## src/rtl/fp_pack.sv

```systemverilog
// Iterative IEEE 754 packer: normalize, denormalize, round-to-nearest-even, pack.
// Optional `FP_PACK_FLAGS_EN adds the registered {overflow, underflow, inexact} port.
module fp_pack #(
    parameter int NEXP = 5,
    parameter int NSIG = 10
) (
    input  logic                 clk,
    input  logic                 rst,
    input  logic                 in_valid,
    output logic                 in_ready,
    input  logic                 in_sign,
    input  logic [NEXP+1:0]      in_exp,
    input  logic [NSIG+3:0]      in_sig,
    input  logic                 in_nan,
    input  logic                 in_inf,
    output logic                 out_valid,
    input  logic                 out_ready,
    output logic [NEXP+NSIG:0]   out_data
`ifdef FP_PACK_FLAGS_EN
    ,
    output logic [2:0]           out_flags
`endif
);

    localparam int BIAS = (1 << (NEXP - 1)) - 1;
    localparam int EMAX = BIAS;
    localparam int EMIN = 1 - BIAS;
    localparam int NW   = NSIG + 4;
    localparam int SA_W = $clog2(NW);
    localparam int EW   = NEXP + 3;
    localparam int ST_W = (SA_W > 1) ? $clog2(SA_W) : 1;
    localparam int DC_W = $clog2(NW);
    localparam int OW   = NEXP + NSIG + 1;

    localparam logic signed [EW-1:0] EMIN_E = EW'(EMIN);
    localparam logic signed [EW-1:0] EMAX_E = EW'(EMAX);
    localparam logic signed [EW-1:0] BIAS_E = EW'(BIAS);

    typedef enum logic [2:0] {
        S_IDLE,
        S_NORM,
        S_DENORM,
        S_ROUND,
        S_OUT
    } state_t;

    state_t                 state_q, state_d;
    logic                   sign_q, sign_d;
    logic signed [EW-1:0]   exp_q, exp_d;
    logic [NW-1:0]          sig_q, sig_d;
    logic [ST_W-1:0]        stage_q, stage_d;
    logic [DC_W-1:0]        dcnt_q, dcnt_d;
    logic                   out_valid_q, out_valid_d;
    logic [OW-1:0]          out_data_q, out_data_d;
`ifdef FP_PACK_FLAGS_EN
    logic                   tiny_q, tiny_d;
    logic [2:0]             out_flags_q, out_flags_d;
`endif

    // Normalize stage: shift by 2^stage when that many leading bits are zero.
    logic [SA_W:0]          norm_amt;
    logic                   norm_top_zero;
    logic [NW-1:0]          norm_sig;
    logic signed [EW-1:0]   norm_exp;

    always_comb begin
        norm_amt      = {{SA_W{1'b0}}, 1'b1} << stage_q;
        norm_top_zero = (sig_q & ~({NW{1'b1}} >> norm_amt)) == '0;
        norm_sig      = norm_top_zero ? (sig_q << norm_amt) : sig_q;
        norm_exp      = norm_top_zero ? (exp_q - EW'(norm_amt)) : exp_q;
    end

    logic [NW-1:0]          dn_sig;
    logic signed [EW-1:0]   dn_exp;

    always_comb begin
        dn_sig = {1'b0, sig_q[NW-1:2], sig_q[1] | sig_q[0]};
        dn_exp = exp_q + EW'(1);
    end

    // Round-to-nearest-even on {lsb, guard, round|sticky}; a carry renormalizes by one.
    logic                   rnd_inc;
    logic [NSIG+1:0]        rnd_m;
    logic                   rnd_carry;
    logic                   rnd_hidden;
    logic [NSIG-1:0]        rnd_frac;
    logic signed [EW-1:0]   rnd_exp;
    logic                   rnd_ovf;
    logic [NEXP-1:0]        rnd_field;

    always_comb begin
        rnd_inc    = sig_q[2] & (sig_q[1] | sig_q[0] | sig_q[3]);
        rnd_m      = {1'b0, sig_q[NW-1:3]} + (NSIG+2)'(rnd_inc);
        rnd_carry  = rnd_m[NSIG+1];
        rnd_hidden = rnd_carry | rnd_m[NSIG];
        rnd_frac   = rnd_carry ? rnd_m[NSIG:1] : rnd_m[NSIG-1:0];
        rnd_exp    = exp_q + EW'(rnd_carry);
        rnd_ovf    = rnd_exp > EMAX_E;
        rnd_field  = rnd_hidden ? NEXP'(rnd_exp + BIAS_E) : '0;
    end

    always_comb begin
        // NOTE: every _d gets a default here so no path through the case infers a latch.
        state_d     = state_q;
        sign_d      = sign_q;
        exp_d       = exp_q;
        sig_d       = sig_q;
        stage_d     = stage_q;
        dcnt_d      = dcnt_q;
        out_valid_d = out_valid_q;
        out_data_d  = out_data_q;
`ifdef FP_PACK_FLAGS_EN
        tiny_d      = tiny_q;
        out_flags_d = out_flags_q;
`endif

        case (state_q)
            S_IDLE: begin
                if (in_valid) begin
                    sign_d  = in_sign;
                    exp_d   = {in_exp[NEXP+1], in_exp};
                    sig_d   = in_sig;
                    stage_d = ST_W'(SA_W - 1);
                    dcnt_d  = '0;
`ifdef FP_PACK_FLAGS_EN
                    tiny_d      = 1'b0;
                    out_flags_d = 3'b000;
`endif
                    if (in_nan) begin
                        out_data_d  = {in_sign, {NEXP{1'b1}}, 1'b1, {(NSIG-1){1'b0}}};
                        out_valid_d = 1'b1;
                        state_d     = S_OUT;
                    end else if (in_inf) begin
                        out_data_d  = {in_sign, {NEXP{1'b1}}, {NSIG{1'b0}}};
                        out_valid_d = 1'b1;
                        state_d     = S_OUT;
                    end else if (in_sig == '0) begin
                        out_data_d  = {in_sign, {(OW-1){1'b0}}};
                        out_valid_d = 1'b1;
                        state_d     = S_OUT;
                    end else begin
                        state_d = S_NORM;
                    end
                end
            end

            S_NORM: begin
                sig_d = norm_sig;
                exp_d = norm_exp;
                if (stage_q == '0) begin
                    if (norm_exp < EMIN_E) begin
                        state_d = S_DENORM;
`ifdef FP_PACK_FLAGS_EN
                        tiny_d  = 1'b1;
`endif
                    end else begin
                        state_d = S_ROUND;
                    end
                end else begin
                    stage_d = stage_q - ST_W'(1);
                end
            end

            S_DENORM: begin
                sig_d  = dn_sig;
                exp_d  = dn_exp;
                dcnt_d = dcnt_q + DC_W'(1);
                // After NW shifts every original bit sits in the sticky position.
                if (dcnt_q == DC_W'(NW - 1)) begin
                    exp_d   = EMIN_E;
                    state_d = S_ROUND;
                end else if (dn_exp >= EMIN_E) begin
                    state_d = S_ROUND;
                end
            end

            S_ROUND: begin
                if (rnd_ovf) begin
                    out_data_d = {sign_q, {NEXP{1'b1}}, {NSIG{1'b0}}};
                end else begin
                    out_data_d = {sign_q, rnd_field, rnd_frac};
                end
`ifdef FP_PACK_FLAGS_EN
                out_flags_d[2] = rnd_ovf;
                out_flags_d[0] = sig_q[2] | sig_q[1] | sig_q[0] | rnd_ovf;
                out_flags_d[1] = tiny_q & out_flags_d[0];
`endif
                out_valid_d = 1'b1;
                state_d     = S_OUT;
            end

            S_OUT: begin
                if (out_ready) begin
                    out_valid_d = 1'b0;
                    state_d     = S_IDLE;
                end
            end

            default: begin
                out_valid_d = 1'b0;
                state_d     = S_IDLE;
            end
        endcase
    end

    // NOTE: sequential state uses non-blocking assignments so every flop samples pre-edge values.
    always_ff @(posedge clk or posedge rst) begin
        if (rst) begin
            state_q     <= S_IDLE;
            sign_q      <= 1'b0;
            exp_q       <= '0;
            sig_q       <= '0;
            stage_q     <= '0;
            dcnt_q      <= '0;
            out_valid_q <= 1'b0;
            out_data_q  <= '0;
`ifdef FP_PACK_FLAGS_EN
            tiny_q      <= 1'b0;
            out_flags_q <= 3'b000;
`endif
        end else begin
            state_q     <= state_d;
            sign_q      <= sign_d;
            exp_q       <= exp_d;
            sig_q       <= sig_d;
            stage_q     <= stage_d;
            dcnt_q      <= dcnt_d;
            out_valid_q <= out_valid_d;
            out_data_q  <= out_data_d;
`ifdef FP_PACK_FLAGS_EN
            tiny_q      <= tiny_d;
            out_flags_q <= out_flags_d;
`endif
        end
    end

    assign in_ready  = (state_q == S_IDLE);
    assign out_valid = out_valid_q;
    assign out_data  = out_data_q;
`ifdef FP_PACK_FLAGS_EN
    assign out_flags = out_flags_q;
`endif

endmodule

```

## config.mk

```make
export PLATFORM = sky130hd
export DESIGN_NAME = fp_pack
export DESIGN_NICKNAME = d
export VERILOG_FILES = /design/src/rtl/fp_pack.sv
export SDC_FILE = /design/constraint.sdc
export NUM_CORES = 1
export LEC_CHECK = 0
export ABC_AREA = 1
export BUFFER_PORTS_ARGS = -buffer_cell sky130_fd_sc_hd__buf_2
export CAP_MARGIN = 10
export CORE_UTILIZATION = 50
export DETAILED_ROUTE_END_ITERATION = 8
export PLACE_DENSITY = 0.7
export SYNTH_ARGS = -nofsm -noshare
export SYNTH_HDL_FRONTEND = slang
export SYNTH_SLANG_ARGS = --single-unit
```

## constraint.sdc

```tcl
create_clock -name clk -period 3.3 [get_ports clk]
set_clock_uncertainty 0.1 [all_clocks]
set_input_delay 0.495 -clock clk [delete_from_list [all_inputs] [get_ports clk]]
set_output_delay 0.495 -clock clk [all_outputs]
set_load 0.03 [all_outputs]
```

==> results of run 1 <==
==> flip-flops by register name, summed over array words and instances, names as in the netlist <==
register	cells
stage_q	2
sig_q	14
sign_q	1
out_valid	1
out_data	16
state_q	3
exp_q	8
dcnt_q	4
==> final cells by class <==
cell class	instances	share of cell area
multi-input combinational	470	0.557
sequential	49	0.260
timing repair buffer	61	0.0731
inverter	78	0.0628
tap	105	0.0278
clock buffer	6	0.0154
clock inverter	2	0.00318
==> power groups by stage <==
stage | Clock, mW | Combinational, mW | Sequential [mW]
after floorplan | 0 | 2.24 | 1.17
after global placement | 0 | 2.89 | 1.15
after detailed placement | 0 | 2.90 | 1.16
after CTS | 0.396 | 2.91 | 1.15
after global routing | 0.412 | 3.35 | 1.19
final | 0.389 | 2.99 | 1.16
==> through the flow <==
stage / instance area [sq um] / setup TNS (ns) / hold WS, ns
floorplan: 4310 / 0 / 0.348
global placement: 4600 / 0 / 0.359
detailed placement: 4600 / 0 / 0.363
CTS: 4680 / 0 / 0.356
global route: 4720 / -0.0525 / 0.368
finish: 4720 / 0 / 0.326
==> worst min-delay path by stage <==
stage,to,startpoint
after detailed placement,out_data[6]$_DFFE_PP0P_,out_data[6]$_DFFE_PP0P_
after global placement,out_data[10]$_DFFE_PP0P_,out_data[10]$_DFFE_PP0P_
after floorplan,sign_q$_DFFE_PP0P_,sign_q$_DFFE_PP0P_
final,stage_q[1]$_DFFE_PP0P_,rst
after global routing,sign_q$_DFFE_PP0P_,in_sign
after CTS,exp_q[3]$_DFFE_PP0P_,in_exp[3]
==> cells in the mapped netlist (9+ instances only) <==
cell type  instances  area share
dfrtp_1           49        0.28
nor2_1            57       0.050
buf_2             12       0.014
a22oi_1           13       0.023
inv_2             10      0.0087
nand2_1          161        0.14
inv_1             66       0.058
xor2_1            18       0.037
a21oi_1           20       0.023
ha_1              21       0.061
a31oi_1            9       0.013
o211ai_1           9       0.016
nand3_1           34       0.040
o21ai_0           53       0.062
==> cells by family after synthesis <==
logic type      Yosys count
compound gates          132
fa+ha+maj                22
flops                    49
xor+xnor                 23
mux                       1
buf+inv                 102
simple gates            292
==> layer usage <==
layer	GRT usage	up-vias	wire length (microns)
li1	-	2139	-
met1	0.394	2000	5510
met2	0.430	202	5340
met3	0.0427	26	923
met4	0.0795	0	286
met5	0	-	0
==> repair_timing <==
action	4_1_cts	5_1_grt
hold buffers	0	0
setup buffers	0	5
endpoints found under the setup margin	0	3
gates resized for setup	0	3
==> metrics.csv, run 1 <==
metric,value,unit
status,"finished, final reports clean",
# setup viols final,0,
Worst Setup EP,out_data[8]$_DFFE_PP0P_,
Wirelength per Cell,15.6,microns
switching part of the total,0.561,
Detail Route Antenna Nets,0,
io pins,46,
most frequent CP cell,nor2_1,
Post-synth ARST share,1.00,
reg-to-reg startpoint,sig_q[8]$_DFFE_PP0P_,
mux share of post-synthesis cell area,0.00232,
Reg area,1230,sq um
clk_lat worst skew,0.33,ns
Slew @ Worst Pin,1.06,ns
sequential fraction of the synthesis area,0.285,
clock share of power,0.086,
max-cap violations,0,
syn nets,671,
largest family of logic cells by synthesized area,simple AND/OR/NAND/NOR gates,
Max Freq,327,MHz
Int Power,1.99,mW
Simple-Gate Fraction of Synth Area,0.308,
"commonest non-fill, non-tap cell in the layout",nand2_1,
"Cell Area, Synth",4310,sq um
Synth Area in XOR/XNOR,0.0468,
area grow syn2layout,9.70,%
post-synthesis compound-gate area fraction,0.189,
grt ovf,0,
CP arrival,3.18,ns
Cell variety after synth,50,
Peak VDD IR,0.468,mV
slowest CP cell,dfrtp_2,
vias,4367,
Detailed Place HPWL,9.19,mm
Tmin final,3.06,ns
H-tree depth,2,
routed wire length,12.1,mm
first-pass GRT wire length,19.1,mm
Cell Pwr Density,960,nW/um^2
internal reg-to-reg setup slack,0.24,ns
antenna cells,0,
Startpoint Class,flip-flop,
Initial DRT Pass Iterations,6,
die height,94.8,microns
Setup WS pre-CTS,0.167,ns
Stages on worst setup path,17,
Util after Layout,0.572,
clk root buf,clkbuf_8,
CTS tree,done,
WP data required,3.42,ns
Fill cells,807,
Adder-Cell Fraction of Synth Area,0.0657,
Initial Utilization,0.522,
final worst-path cycle share,0.927,
area of the die,8990,sq um
CP endpoint kind,flip-flop,
GRT Resource Usage Total,0.277,
total power,4.54,mW
average size of a mapped cell,6.93,sq um
Reg-to-Reg End,out_data[8]$_DFFE_PP0P_,
TritonCTS Buffers,5,
Crit Path Max Fanout,8,
Worst Path Buf+Inv,4,
die width,94.8,microns
row cnt,33,
post-route non-filler standard cell count,771,
sequential share of power,0.255,
final hold viol count,0,
Comb pwr share,0.659,
Post-synth EDFFs,0,
worst relative slew slack,0.290,
IO Port Bufs,45,
largest net degree at the start of global routing,50,
Crit Path Class,flip-flop to flip-flop,
Cells after Synth,621,
Psw,2.54,mW
DR vias/cell,5.66,
cell count after placement,758,
Crit path max-delay family,simple AND/OR/NAND/NOR gates,
top_reg_cell synth,dfrtp_1,
Critical Path Max Stage Delay,0.45,ns
Clock Path Buffers,2,
multi-input logic area,2630,sq um
Min-Delay Path Class,input pin to asynchronous set/reset pin,
crit-path cells,"inv_2, nor4_2, nand3_2, nor2_4, nand3_2, clkinv_2, ha_1, ha_1, inv_1, nor2_1, xor2_1, nor2_1, a21oi_2, nor2_4, inv_1, nor2_1, a22o_1",
Worst Reg2Reg Path Length in Cells,17,
CORE AREA,8260,sq um
Iteration-0 DRC Markers,429,
Synth Register Bits,49,
"Reg clk slew, reported paths",0.11,ns
routability cong.,0.970,
share of cells above drive strength 1,0.173,
final setup margin,0.239,ns
initial antenna violation count,0,
vias in the first global route,3833,
Setup crit start,sig_q[8]$_DFFE_PP0P_,
Slew Limit Fails,0,
Pleak,2.35,nW
CTS sink cnt,49,
Syn. warnings,0,
Nets,715,
DR DRC count,0,
"commonest non-fill, non-tap cells in the layout","161 x nand2_1, 65 x inv_1, 57 x nor2_1",
Power figures use the tool's default switching activity.
==> inputs of run 2 (changes only) <==
--- a/config.mk
+++ b/config.mk
@@ -5,7 +5,6 @@
 export SDC_FILE = /design/constraint.sdc
 export NUM_CORES = 1
 export LEC_CHECK = 0
-export ABC_AREA = 1
 export BUFFER_PORTS_ARGS = -buffer_cell sky130_fd_sc_hd__buf_2
 export CAP_MARGIN = 10
 export CORE_UTILIZATION = 50
==> metrics.csv, run 2 <==
metric,value,unit
WP data required,3.40,ns
antenna cells,0,
worst relative slew slack,0.266,
Min-Delay Path Class,input pin to asynchronous set/reset pin,
Wirelength per Cell,17.9,microns
sequential fraction of the synthesis area,0.291,
Nets,586,
max-cap violations,0,
CP endpoint kind,flip-flop,
Post-synth ARST share,1.00,
clk root buf,clkbuf_8,
largest net degree at the start of global routing,50,
most common cell in the netlist,dfrtp_1,
GRT Resource Usage Total,0.274,
io pins,46,
final setup margin,0.401,ns
crit-path cells,"nand3_1, nor3_2, nand3_1, inv_1, ha_1, ha_1, inv_1, ha_1, nand4_1, o2111ai_1, o21ai_0, xor2_1, o21ai_0, a22o_1",
WHS,0.340,ns
Post-synth EDFFs,0,
slowest CP cell,dfrtp_1,
RSZ-0062 raised after global routing,no,
Sum Neg Setup Slack,0,ns
Slew Limit Fails,0,
Pleak,2.00,nW
top_reg_cell synth,dfrtp_1,
first-pass GRT wire length,18.8,mm
IO Port Bufs,45,
Tmin final,2.90,ns
area of the die,8810,sq um
total power,4.14,mW
CTS tree,done,
Detailed Place HPWL,8.61,mm
average size of a mapped cell,8.46,sq um
largest cells by area after synthesis,"dfrtp_1 29%, ha_1 6.2%, a21oi_1 5.0%",
routed wire length,11.5,mm
CP arrival,3.00,ns
clk_lat worst skew,0.31,ns
Fill cells,784,
Post-DP Area,4510,sq um
Crit Path Class,flip-flop to flip-flop,
CTS sink cnt,49,
die height,93.9,microns
# setup viols final,0,
Crit path max-delay family,adder cells,
DR DRC count,0,
"Cell Area, Synth",4220,sq um
Post-synth top cells,"49 x dfrtp_1, 46 x nand2_1, 42 x a21oi_1, 42 x o21ai_0, 40 x nor2_1",
Initial Utilization,0.516,
Detail Route Antenna Nets,0,
DR vias/cell,6.35,
Clock Path Buffers,2,
grt ovf,0,
area grow syn2layout,9.16,%
CORE AREA,8180,sq um
Peak VDD IR,0.337,mV
die width,93.9,microns
Slew @ Worst Pin,1.09,ns
vias in the first global route,3880,
most frequent CP cell,ha_1,
final worst-path cycle share,0.879,
Critical Path Max Stage Delay,0.36,ns
hold buffer count at CTS,0,
H-tree depth,2,
Cells after Synth,499,
Synth top area share,0.291,
initial antenna violation count,0,
syn nets,549,
post-route design area,4610,sq um
Synth Register Bits,49,
post-route non-filler standard cell count,642,
Max Freq,345,MHz
share of cells above drive strength 1,0.192,
Setup WS pre-CTS,0.410,ns
Iteration-0 DRC Markers,333,
vias,4079,
Util after Layout,0.563,
Cell Pwr Density,898,nW/um^2
TritonCTS Buffers,5,
cell count after placement,634,
"Reg clk slew, reported paths",0.10,ns
Crit Path Max Fanout,4,
Worst Path Buf+Inv,2,
routability cong.,0.938,
Startpoint Class,flip-flop,
max reg flops,16,
Syn. warnings,0,
"commonest non-fill, non-tap cells in the layout","49 x dfrtp_1, 46 x nand2_1, 45 x buf_2",
post-synth top area cell,dfrtp_1,
row cnt,33,
Cell variety after synth,73,
status,"finished, final reports clean",
final hold viol count,0,
Initial DRT Pass Iterations,5,
"commonest non-fill, non-tap cell in the layout",dfrtp_1,
[run 2: path summary, 6_finish.rpt]
check / startpoint / endpoint / slack, ns / depth (start not counted)
max: sig_q[7]$_DFFE_PP0P_ / out_data[14]$_DFFE_PP0P_ / 0.40 / 14
min: rst / sign_q$_DFFE_PP0P_ / 0.34 / 2
max reg2reg: sig_q[7]$_DFFE_PP0P_ / out_data[14]$_DFFE_PP0P_ / 0.40 / 14
min reg2reg: out_data[5]$_DFFE_PP0P_ / out_data[5]$_DFFE_PP0P_ / 0.39 / 2
max in group asynchronous: rst / exp_q[0]$_DFFE_PP0P_ / 2.11 / 2
min in group clk: in_sign / sign_q$_DFFE_PP0P_ / 0.34 / 2
[run 2: final cells by class]
type	count	area, sq um	area share
clock buffers	5	68.8	0.0149
clock inverters	3	22.5	0.00489
repair buffers	64	368	0.0799
multi-input cells	391	2700	0.585
well taps	105	131	0.0285
flip-flops and latches	49	1230	0.266
inverters	25	93.8	0.0204
[run 2: cells by family (layout without fill, tap and decap cells)]
group	after synthesis	in the layout	synth area share
compound gates	163	163	0.257
simple gates	164	164	0.191
mux	23	23	0.0827
flops	49	49	0.291
buf+inv	59	97	0.0718
xor+xnor	19	19	0.0394
fa+ha+maj	22	22	0.0670
[run 2: worst reg2reg max path, cell delays in order (launching register included)]
cell	delay, ns
dfrtp_1	0.36
nand3_1	0.16
nor3_2	0.22
nand3_1	0.15
inv_1	0.13
ha_1	0.22
ha_1	0.28
inv_1	0.08
ha_1	0.23
nand4_1	0.13
o2111ai_1	0.15
o21ai_0	0.14
xor2_1	0.13
o21ai_0	0.08
a22o_1	0.23
[run 2: routing by layer]
layer | routed length (microns) | up-vias | GRT usage
met3 | 838 | 29 | 0.0445
met2 | 5200 | 209 | 0.425
met5 | 0 | - | 0
met1 | 5150 | 1925 | 0.375
met4 | 327 | 0 | 0.117
li1 | - | 1916 | -
[run 2: report_power, final]
part,total (mW),internal [mW],switching [mW],leakage (nW)
registers,1.15,0.808,0.337,0.602
logic,2.62,1.06,1.57,1.36
clock network,0.369,0.149,0.220,0.0364
total,4.14,2.01,2.12,2.00
[run 2: repair_timing]
action | in CTS | in global routing
resized for setup | 0 | 1
endpoints found under the hold margin | 0 | 0
setup buffers | 0 | 0
setup endpoints to repair | 0 | 1
